## config.mk

```make
export PLATFORM = sky130hd
export DESIGN_NAME = tri_feed_arbiter_flat
export DESIGN_NICKNAME = d
export VERILOG_FILES = /design/src/rtl/tri_feed_arbiter_pkg.sv /design/src/rtl/tri_feed_arbiter_if.sv /design/src/rtl/tri_feed_arbiter_rr_arb2.sv /design/src/rtl/tri_feed_arbiter.sv /design/src/flat_wrapper.sv
export SDC_FILE = /design/constraint.sdc
export NUM_CORES = 1
export LEC_CHECK = 0
export ABC_AREA = 1
export CORE_MARGIN = 8
export CORE_UTILIZATION = 43
export CTS_BUF_LIST = sky130_fd_sc_hd__clkbuf_16
export CTS_CLUSTER_DIAMETER = 80
export DETAILED_ROUTE_END_ITERATION = 16
export PLACE_DENSITY = 0.74
export SYNTH_ARGS = -nofsm -noshare
export SYNTH_HDL_FRONTEND = slang
export SYNTH_SLANG_ARGS = --single-unit
```

## constraint.sdc

```tcl
create_clock -name clk -period 1.9 [get_ports clk]
set_input_delay 0.38 -clock clk [delete_from_list [all_inputs] [get_ports clk]]
set_output_delay 0.38 -clock clk [all_outputs]
set_load 0.005 [all_outputs]
```

## src/rtl/tri_feed_arbiter_pkg.sv

```systemverilog
// Shared definitions for the triangle feed arbiter: one-hot FSM encoding,
// vertex bundle geometry and a coordinate extraction helper.
package tri_feed_arbiter_pkg;

    localparam int COORD_W    = 3;
    localparam int NUM_COORDS = 6;
    localparam int BUNDLE_W   = COORD_W * NUM_COORDS;
    localparam int CNT_W      = 8;

    localparam logic [COORD_W-1:0] ZERO_PT = 3'd0;

    // Indices of the six coordinates inside a bundle, x1 sits in the top bits.
    localparam int unsigned IDX_X1 = 32'd0;
    localparam int unsigned IDX_Y1 = 32'd1;
    localparam int unsigned IDX_X2 = 32'd2;
    localparam int unsigned IDX_Y2 = 32'd3;
    localparam int unsigned IDX_X3 = 32'd4;
    localparam int unsigned IDX_Y3 = 32'd5;

    typedef enum logic [5:0] {
        IDLE    = 6'b000001,
        V1      = 6'b000010,
        V2      = 6'b000100,
        V3      = 6'b001000,
        WAIT_HI = 6'b010000,
        WAIT_LO = 6'b100000
    } state_e;

    // Pull coordinate number idx (0 = x1 ... 5 = y3) out of a vertex bundle.
    function automatic logic [COORD_W-1:0] get_coord(input logic [BUNDLE_W-1:0] bundle,
                                                     input int unsigned       idx);
        logic [BUNDLE_W-1:0] shifted;
        shifted = bundle >> (COORD_W * (NUM_COORDS - 1 - idx));
        return shifted[COORD_W-1:0];
    endfunction

endpackage

```

## src/rtl/tri_feed_arbiter_if.sv

```systemverilog
// Handshake and vertex bus between the two triangle requesters, the
// arbiter and the rasterizer. Signal suffixes are from the arbiter's view.
interface tri_feed_arbiter_if;
    import tri_feed_arbiter_pkg::*;

    logic                      req0_i;
    logic                      req1_i;
    logic [BUNDLE_W-1:0]       tri0_i;
    logic [BUNDLE_W-1:0]       tri1_i;
    logic                      busy_i;
    logic                      gnt0_o;
    logic                      gnt1_o;
    logic                      done0_o;
    logic                      done1_o;
    logic                      nt_o;
    logic [COORD_W-1:0]        xo_o;
    logic [COORD_W-1:0]        yo_o;
    logic [CNT_W-1:0]          tri_cnt_o;

    // Arbiter side.
    modport slave (
        input  req0_i, req1_i, tri0_i, tri1_i, busy_i,
        output gnt0_o, gnt1_o, done0_o, done1_o, nt_o, xo_o, yo_o, tri_cnt_o
    );

    // Requester / rasterizer side.
    modport master (
        output req0_i, req1_i, tri0_i, tri1_i, busy_i,
        input  gnt0_o, gnt1_o, done0_o, done1_o, nt_o, xo_o, yo_o, tri_cnt_o
    );
endinterface

```

## src/rtl/tri_feed_arbiter_rr_arb2.sv

```systemverilog
// Two-way round-robin picker: a lone requester always wins, on a tie the
// requester that was not served last wins. Winner is one-hot {w1,w0}.
module rr_arb2 (
    input  logic       req0_i,
    input  logic       req1_i,
    input  logic       last_i,
    output logic [1:0] win_o
);

    // Select the winner from the request pair and the last-served pointer.
    always_comb begin
        win_o = 2'b00;
        if (req0_i && req1_i) begin
            win_o = last_i ? 2'b01 : 2'b10;
        end else if (req0_i) begin
            win_o = 2'b01;
        end else if (req1_i) begin
            win_o = 2'b10;
        end else begin
            win_o = 2'b00;
        end
    end

endmodule

```

## src/rtl/tri_feed_arbiter.sv

```systemverilog
// Feeds triangles from two requesters to a single rasterizer. A winner's
// vertex bundle is latched, streamed as three vertices, then the arbiter
// waits for the rasterizer's busy high/low handshake before reporting done.
// All outputs decode from registers only, so reset clears them at once.
module tri_feed_arbiter
    import tri_feed_arbiter_pkg::*;
(
    input  logic               clk,
    input  logic               reset,
    tri_feed_arbiter_if.slave  bus
);

    state_e               state_q, state_d;
    logic [BUNDLE_W-1:0]  bundle_q, bundle_d;
    logic                 owner_q, owner_d;
    logic                 last_q, last_d;
    logic [1:0]           done_q, done_d;
    logic [CNT_W-1:0]     cnt_q, cnt_d;

    logic [1:0]           win_s;
    logic [1:0]           gnt_s;
    logic                 nt_s;
    logic [COORD_W-1:0]   xo_s;
    logic [COORD_W-1:0]   yo_s;

    rr_arb2 u_rr_arb2 (
        .req0_i (bus.req0_i),
        .req1_i (bus.req1_i),
        .last_i (last_q),
        .win_o  (win_s)
    );

    // State and datapath registers; last-served starts at 1 so req0 wins the first tie.
    always_ff @(posedge clk or posedge reset) begin
        if (reset) begin
            state_q  <= IDLE;
            bundle_q <= '0;
            owner_q  <= 1'b0;
            last_q   <= 1'b1;
            done_q   <= 2'b00;
            cnt_q    <= 8'd0;
        end else begin
            state_q  <= state_d;
            bundle_q <= bundle_d;
            owner_q  <= owner_d;
            last_q   <= last_d;
            done_q   <= done_d;
            cnt_q    <= cnt_d;
        end
    end

    // Next-state logic; requests are only looked at in IDLE, done is a one-cycle pulse.
    always_comb begin
        state_d  = state_q;
        bundle_d = bundle_q;
        owner_d  = owner_q;
        last_d   = last_q;
        done_d   = 2'b00;
        cnt_d    = cnt_q;
        case (state_q)
            IDLE: begin
                if (!bus.busy_i && (bus.req0_i || bus.req1_i)) begin
                    state_d  = V1;
                    owner_d  = win_s[1];
                    bundle_d = win_s[1] ? bus.tri1_i : bus.tri0_i;
                end else begin
                    state_d  = IDLE;
                end
            end
            V1:      state_d = V2;
            V2:      state_d = V3;
            V3:      state_d = WAIT_HI;
            WAIT_HI: begin
                if (bus.busy_i) begin
                    state_d = WAIT_LO;
                end else begin
                    state_d = WAIT_HI;
                end
            end
            WAIT_LO: begin
                if (!bus.busy_i) begin
                    state_d = IDLE;
                    done_d  = owner_q ? 2'b10 : 2'b01;
                    cnt_d   = cnt_q + 8'd1;
                    last_d  = owner_q;
                end else begin
                    state_d = WAIT_LO;
                end
            end
            default: state_d = IDLE;
        endcase
    end

    // Output decode from the state, owner and latched bundle registers.
    always_comb begin
        gnt_s = 2'b00;
        nt_s  = 1'b0;
        xo_s  = ZERO_PT;
        yo_s  = ZERO_PT;
        case (state_q)
            V1: begin
                gnt_s = owner_q ? 2'b10 : 2'b01;
                nt_s  = 1'b1;
                xo_s  = get_coord(bundle_q, IDX_X1);
                yo_s  = get_coord(bundle_q, IDX_Y1);
            end
            V2: begin
                xo_s = get_coord(bundle_q, IDX_X2);
                yo_s = get_coord(bundle_q, IDX_Y2);
            end
            V3: begin
                xo_s = get_coord(bundle_q, IDX_X3);
                yo_s = get_coord(bundle_q, IDX_Y3);
            end
            default: begin
                gnt_s = 2'b00;
                nt_s  = 1'b0;
            end
        endcase
    end

    assign bus.gnt0_o    = gnt_s[0];
    assign bus.gnt1_o    = gnt_s[1];
    assign bus.done0_o   = done_q[0];
    assign bus.done1_o   = done_q[1];
    assign bus.nt_o      = nt_s;
    assign bus.xo_o      = xo_s;
    assign bus.yo_o      = yo_s;
    assign bus.tri_cnt_o = cnt_q;

endmodule
```

## src/flat_wrapper.sv

```systemverilog
// flat-port wrapper written by rule: the top's interface ports become plain ports
module tri_feed_arbiter_flat import tri_feed_arbiter_pkg::*;
  (clk, reset, bus_req0_i, bus_req1_i, bus_tri0_i, bus_tri1_i, bus_busy_i, bus_gnt0_o, bus_gnt1_o, bus_done0_o, bus_done1_o, bus_nt_o, bus_xo_o, bus_yo_o, bus_tri_cnt_o);
  tri_feed_arbiter_if bus_i ();
  input  logic clk;
  input  logic reset;
  input wire logic [$bits(bus_i.req0_i)-1:0] bus_req0_i;
  input wire logic [$bits(bus_i.req1_i)-1:0] bus_req1_i;
  input wire logic [$bits(bus_i.tri0_i)-1:0] bus_tri0_i;
  input wire logic [$bits(bus_i.tri1_i)-1:0] bus_tri1_i;
  input wire logic [$bits(bus_i.busy_i)-1:0] bus_busy_i;
  output wire logic [$bits(bus_i.gnt0_o)-1:0] bus_gnt0_o;
  output wire logic [$bits(bus_i.gnt1_o)-1:0] bus_gnt1_o;
  output wire logic [$bits(bus_i.done0_o)-1:0] bus_done0_o;
  output wire logic [$bits(bus_i.done1_o)-1:0] bus_done1_o;
  output wire logic [$bits(bus_i.nt_o)-1:0] bus_nt_o;
  output wire logic [$bits(bus_i.xo_o)-1:0] bus_xo_o;
  output wire logic [$bits(bus_i.yo_o)-1:0] bus_yo_o;
  output wire logic [$bits(bus_i.tri_cnt_o)-1:0] bus_tri_cnt_o;
  assign bus_i.req0_i = bus_req0_i;
  assign bus_i.req1_i = bus_req1_i;
  assign bus_i.tri0_i = bus_tri0_i;
  assign bus_i.tri1_i = bus_tri1_i;
  assign bus_i.busy_i = bus_busy_i;
  assign bus_gnt0_o = bus_i.gnt0_o;
  assign bus_gnt1_o = bus_i.gnt1_o;
  assign bus_done0_o = bus_i.done0_o;
  assign bus_done1_o = bus_i.done1_o;
  assign bus_nt_o = bus_i.nt_o;
  assign bus_xo_o = bus_i.xo_o;
  assign bus_yo_o = bus_i.yo_o;
  assign bus_tri_cnt_o = bus_i.tri_cnt_o;
  tri_feed_arbiter u_core (.clk(clk), .reset(reset), .bus(bus_i));
endmodule
```

### Word-level counts from Yosys, hierarchy flattened

Index checks and enable logic that the tools add are counted.

* input port bits: 41
* register bits: 36

* equality and inequality tests: 6
* bitwise operators: 1
* add/subtract/negate cells: 1
* reduce and logical (&&, ||, !) cells: 6
* mux-type cells: 16

Operator list (number)
* 6-bit one-hot mux with 6 select lines: 1
* 18-bit two-way mux: 1
* 2-bit two-way mux: 9
* 3-bit one-hot mux with 3 select lines: 2
* 6-bit two-way mux: 2
* 8-bit by 1-bit adder with 8-bit output, second input constant: 1
* 6-bit by 1-bit == test with 1-bit output, second input constant: 1
* 6-bit by 2-bit == test with 1-bit output, second input constant: 1
* 6-bit by 3-bit == test with 1-bit output, second input constant: 1
* 6-bit by 4-bit == test with 1-bit output, second input constant: 1
* 6-bit by 5-bit == test with 1-bit output, second input constant: 1
* 6-bit == test, second input constant: 1
* 2-bit AND reduction: 2
* 1-bit logical AND: 2
* 1-bit zero test: 1
* 1-bit logical OR: 1
* 1-bit two-way mux: 1
* 1-bit inverter: 1

### Longest topological paths before layout

* depth in word-level cells: 4
* mapped depth: 7

### Modules after synthesis

A second synthesis with hierarchy kept.

* cell total of the unflattened synthesis: 282
* area total of the unflattened synthesis: 2010.7 um2

By module, submodules not included
* tri_feed_arbiter: cells each 277, times used 1, area each 1989.4 um2, seq. area each 903.4 um2
* rr_arb2: cells each 5, times used 1, area each 21.3 um2, seq. area each 0.0 um2

### Least setup slack after synthesis

OpenSTA, ideal clock, no wires.

* path type: register -> output
* from: register u_core.state_q[4]
* to: output bus_xo_o[0]
* data required time: 1.520 ns
* data arrival time: 1.030 ns
* cell stages (with the launch flop): 6
* slack: 0.490 ns
* cell sequence: dfrtp_1 -> nor2_2 -> nand2_1 -> nor3_2 -> nand2_1 -> nand3_1

* longest elaborated chain between the ends: 2

RTL lines
* from (decl): RTL line tri_feed_arbiter.sv:13 `state_e state_q, state_d;`
* from (signal assigned): RTL line tri_feed_arbiter.sv:43 `state_q <= state_d;`
* 6-bit by 4-bit == test with 1-bit output (tied with other cells): RTL line tri_feed_arbiter.sv:100 `case (state_q)`
* 3-bit one-hot mux with 3 select lines (*): RTL line tri_feed_arbiter.sv:100
* to (decl): RTL line flat_wrapper.sv:17 `output wire logic [$bits(bus_i.xo_o)-1:0] bus_xo_o;`

Every way passes the cells marked *; elsewhere a longest branch is shown, timed or not.

### Worst setup path in the final report

* from: register u_core.state_q[5]
* to: output bus_gnt1_o

* longest elaborated chain between the ends: 2

RTL lines
* 6-bit by 2-bit == test with 1-bit output: RTL line tri_feed_arbiter.sv:100
* 2-bit two-way mux: RTL line tri_feed_arbiter.sv:100
* to (decl): RTL line flat_wrapper.sv:13 `output wire logic [$bits(bus_i.gnt1_o)-1:0] bus_gnt1_o;`

Every way passes these cells.

==> results.md <==
| Step | Quantity | Value |
|---|---|---|
| worst setup path | Critical path, cell by cell | nor2_4 -> buf_4 -> nand3_4 -> buf_4 -> buf_4 -> nor2_2 -> buf_2 |
| routing | Detailed-route DRC error count | 0 |
| logic synthesis | Synthesized instance count | 282 |
| floorplan | Starting utilization of the core area | 0.441 |
| clocking | Clock slew seen by the registers of the worst setup and hold paths | 60 ps |
| global route | Maximum number of pins on one net before global-route repair | 37 |
| logic synthesis | Commonest register cell after synthesis | dfrtp_1 |
| timing | Fmax | 527 MHz |
| clocking | Worst-Skew Late Latency | 280 ps |
| routing | Wire length after detailed routing | 5650 um |
| logic synthesis | Main area contributors after synthesis | dfrtp_1, nand2_1, nand3_1, inv_1, nor2_1 |
| floorplan | Placeable core area | 4660 um^2 |
| worst setup path | Critical path buffers and inverters | 4 |
| global route | First-pass GRT wire length | 9590 um |
| floorplan | Standard-cell rows | 25 |
| global route | Combined global-route utilization of all metal layers | 0.163 |
| logic synthesis | Area fraction of the dominant cell type after synthesis | 0.414 |
| worst setup path | Setup slack of the worst register-to-register path | 440 ps |
| floorplan | Area enclosed by the die boundary | 7250 um^2 |
| logic synthesis | Proportion of synthesized chip area in sequential cells | 0.439 |
| worst setup path | Slowest stage cell on the critical path | dfrtp_1 |
| logic synthesis | Mux contribution to synthesized area | 0 |
| logic synthesis | Synthesized-area fraction occupied by adder cells | 0.00608 |
| logic synthesis | Share of flip-flops with an asynchronous set or reset | 1.00 |
| timing | Final clock period utilization by the worst path | 0.999 |
| clocking | Clock net sink count | 36 |
| logic synthesis | Ranking of synthesized cells by instance count | nand2_1, dfrtp_1, nand3_1, inv_1, nor2_1 |
| worst setup path | Crit-path leading delay family | buffers and inverters |
| layout | Register cell area after layout | 903 um^2 |
| floorplan | Die height | 85.2 um |
| worst setup path | Reg-to-reg endpoint | u_core.bundle_q[17] |
| logic synthesis | XOR/XNOR share of the synthesized area | 0.0128 |
| power | Max VDD drop | 0.460 mV |
| logic synthesis | Number of distinct library cell variants in the gate-level netlist after synthesis | 26 |
| power | Switching power as a share of total power | 0.331 |
| clocking | Cts bufs inserted | 5 |
| layout | Area grow syn2layout | 49.7% |
| floorplan | Number of placed I/O pins | 60 |
| layout | Final core utilization | 0.661 |
| worst setup path | Origin of the critical flop-to-flop path | u_core.state_q[0] |
| timing | Normalized max-slew margin | 0.700 |
| timing | Final count of pins violating max slew | 0 |
| global route | Total overflow reported by the global router | 0 |
| logic synthesis | Most numerous cell in the Yosys netlist | nand2_1 |
| power | Pleak | 1.58 nW |
| worst setup path | CP Capture Type | primary output |
| routing | First-pass detailed-route iteration total | 4 |
| logic synthesis | Syn avg cell area | 7.29 um^2 |
| layout | Number of diodes | 0 |
| logic synthesis | Synthesized-area fraction occupied by and/or/nand/nor cells | 0.432 |
| power | Share of power burned in the clock network | 0.302 |
| routing | Iteration-0 DRC count of the detailed router | 116 |
| power | Sequential cell fraction of total power | 0.369 |
| timing | Number of hold violations in the final report | 0 |
| run | Max Cap Viol | 0 |
| placed design | Detailed Place HPWL | 4080 um |
| timing | Unrepaired setup endpoints after global routing | true |
| min path | Kind of path behind the tightest hold check | reg2reg |
| routing | Antenna viol nets, final | 0 |
| routing | Number of vias in the routed layout | 2023 |
| timing | Final critical delay including setup and external delays | 1900 ps |
| logic synthesis | Largest family of logic cells by synthesized area | simple AND/OR/NAND/NOR gates |
| clocking | H-Tree Depth | 2 |
| timing | Number of setup violations in the final report | 0 |
| logic synthesis | Post-synthesis instance area | 2060 um^2 |
| power | Part of the total power dissipated in combinational logic | 0.329 |
| global route | Antenna violations before repair | 0 |
| clocking | Cell chosen for the clock root | clkbuf_16 |
| worst setup path | Crit-path max FO | 3 |
| power | Psw | 1.02 mW |
| timing | Worst hold slack across all endpoints | 475 ps |
| logic synthesis | YS warnings | 0 |
| logic synthesis | Syn nets | 324 |
| worst setup path | Endpoint required time on the critical path | 1520 ps |
| worst setup path | Maximum single-stage delay on the critical path | 400 ps |
| power | Total internal power | 2.06 mW |
| logic synthesis | Compound-cell area share of the yosys netlist | 0.0395 |
| floorplan | Chip Width | 85.2 um |
| worst setup path | Total stage count of the critical path | 7 |
| logic synthesis | Number of register bits inferred by synthesis | 36 |
| clocking | Hold bufs inserted after CTS | 0 |
| layout | Layout cell share with drive strength beyond 1 | 0.219 |
| timing | Setup clock skew after layout | 4.60 ps |
| routing | Vias per std cell | 4.82 |
| clocking | Maximum root-to-sink buffer count | 2 |
| worst setup path | Start point of the critical path | u_core.state_q[5] |
| worst setup path | Worst Setup Start Kind | flip-flop |
| worst setup path | Critical path type | reg2out |
| layout | Count of filler cells inserted in the layout | 409 |
| logic synthesis | Synth area leader | dfrtp_1 |
| timing | Post-layout worst setup margin | 2.52 ps |
| worst setup path | Path depth of the worst reg2reg path | 7 |
| placed design | IO buf count | 59 |
| layout | Multi-input gate area in the final layout | 1090 um^2 |
| power | Power density over the cells | 1000 nW/um^2 |
| worst setup path | Cell occurring most often along the worst timing path | buf_4 |
| timing | Tightest Pin Transition | 449 ps |
| worst setup path | Worst setup path endpoint | bus_gnt1_o |
| placed design | Routability Congestion | 0.793 |
| layout | Final layout net count | 407 |
| worst setup path | Crit path DAT | 1520 ps |
| global route | Number of global-route vias before repair | 2189 |
| timing | Setup TNS Final | 0 ps |
| placed design | Worst slack at placement | -74.7 ps |
| clocking | TritonCTS clock tree | built |
| routing | Average wire length per cell after detail routing | 13.4 um |
| logic synthesis | EDFF count, synth | 0 |
| run status | Status | finished, final reports clean |
-- power by group through the flow --
stage	registers (mW)	logic, mW	clock network (mW)
after floorplan	1.10	0.578	0
after global placement	1.12	0.890	0
after detailed placement	1.13	0.912	0
after CTS	1.12	0.975	0.941
after global routing	1.16	1.15	0.973
final	1.14	1.01	0.932
-- metal layers --
metal | vias to the layer above | wire length [um] | GRT usage
li1 | 1049 | - | -
met1 | 896 | 2370 | 0.177
met2 | 67 | 2750 | 0.278
met3 | 11 | 414 | 0.0608
met4 | 0 | 108 | 0.0712
met5 | - | 0 | 0
-- tightest hold or removal path, stage by stage (launching register included) --
cell     delay (ps)
dfrtp_1         340
nand2_1          60
nand2_1          50
-- metrics by stage --
stage | power (mW) | cells | cell area (um^2)
floorplan | 1.67 | 282 | 2060
global placement | 2.01 | 403 | 2780
detailed placement | 2.04 | 403 | 2780
CTS | 3.04 | 418 | 3000
global route | 3.28 | 420 | 3080
finish | 3.08 | 420 | 3080
-- worst min path at each step --
stage                        start                   to  cells past startpoint  slack [ps]
3_5_place_dp    u_core.bundle_q[0]   u_core.bundle_q[0]                      2         460
5_1_grt        u_core.bundle_q[12]  u_core.bundle_q[12]                      2         510
3_3_place_gp    u_core.bundle_q[0]   u_core.bundle_q[0]                      2         460
2_1_floorplan   u_core.bundle_q[0]   u_core.bundle_q[0]                      2         440
6_report       u_core.bundle_q[12]  u_core.bundle_q[12]                      2         480
4_1_cts         u_core.bundle_q[0]   u_core.bundle_q[0]                      2         480
-- sequential cells by signal, indices dropped and copies added, names as in the netlist --
| signal | count |
|---|---|
| u_core.last_q | 1 |
| u_core.bus.tri_cnt_o | 8 |
| u_core.state_q | 6 |
| u_core.done_q | 2 |
| u_core.bundle_q | 18 |
| u_core.owner_q | 1 |
-- logic make-up (layout without fill, tap and decap cells) --
family / count (synthesis) / after routing
XOR/XNOR: 3 / 3
AND/OR/NAND/NOR: 199 / 199
flip-flops: 36 / 36
adder cells (fa/ha/maj): 1 / 1
buffers and inverters: 29 / 113
AO/OA/AOI/OAI: 14 / 14
-- layout make-up --
cell class | instances | share of cell area
clock buffers | 5 | 0.0406
clock inverters | 3 | 0.0138
inverters | 21 | 0.0264
multi-input cells | 217 | 0.354
flip-flops and latches | 36 | 0.293
well taps | 54 | 0.0219
repair buffers | 84 | 0.250
-- what timing repair did --
item	CTS	global route
resized for setup	45	15
buffers inserted	7	2
setup endpoints to repair	9	7
cloned	0	0
pin swaps	6	2
-- placed cells by master (no fill, tap or decap) --
| master | Yosys | layout |
|---|---|---|
| buf_6 | 3 | 5 |
| nor2_1 | 17 | 11 |
| o211ai_1 | 2 | 2 |
| nand3_1 | 34 | 30 |
| inv_4 | 0 | 1 |
| nor2_4 | 4 | 9 |
| dfstp_2 | 2 | 2 |
| o21bai_1 | 1 | 1 |
| clkinvlp_4 | 0 | 1 |
| nor2_2 | 6 | 7 |
| dfrtp_1 | 34 | 34 |
| nand3_2 | 3 | 6 |
| o21ai_2 | 1 | 1 |
| clkbuf_16 | 0 | 5 |
| o21ai_1 | 2 | 2 |
| bufinv_16 | 0 | 1 |
| ha_1 | 1 | 1 |
| xor2_1 | 2 | 2 |
| clkdlybuf4s50_1 | 0 | 50 |
| buf_4 | 3 | 20 |
| buf_2 | 2 | 7 |
| nand2_4 | 0 | 1 |
| o21ai_0 | 8 | 8 |
| inv_2 | 3 | 3 |
| nor3_1 | 1 | 1 |
| nand3b_1 | 1 | 1 |
| dlygate4sd2_1 | 0 | 1 |
| nand3_4 | 1 | 2 |
| xnor2_1 | 1 | 1 |
| clkinv_2 | 0 | 1 |
| nor3_2 | 1 | 1 |
| nand2_1 | 127 | 124 |
| buf_12 | 0 | 1 |
| nand2_2 | 4 | 6 |
| inv_1 | 18 | 17 |
(Power assumes the default switching activity.)
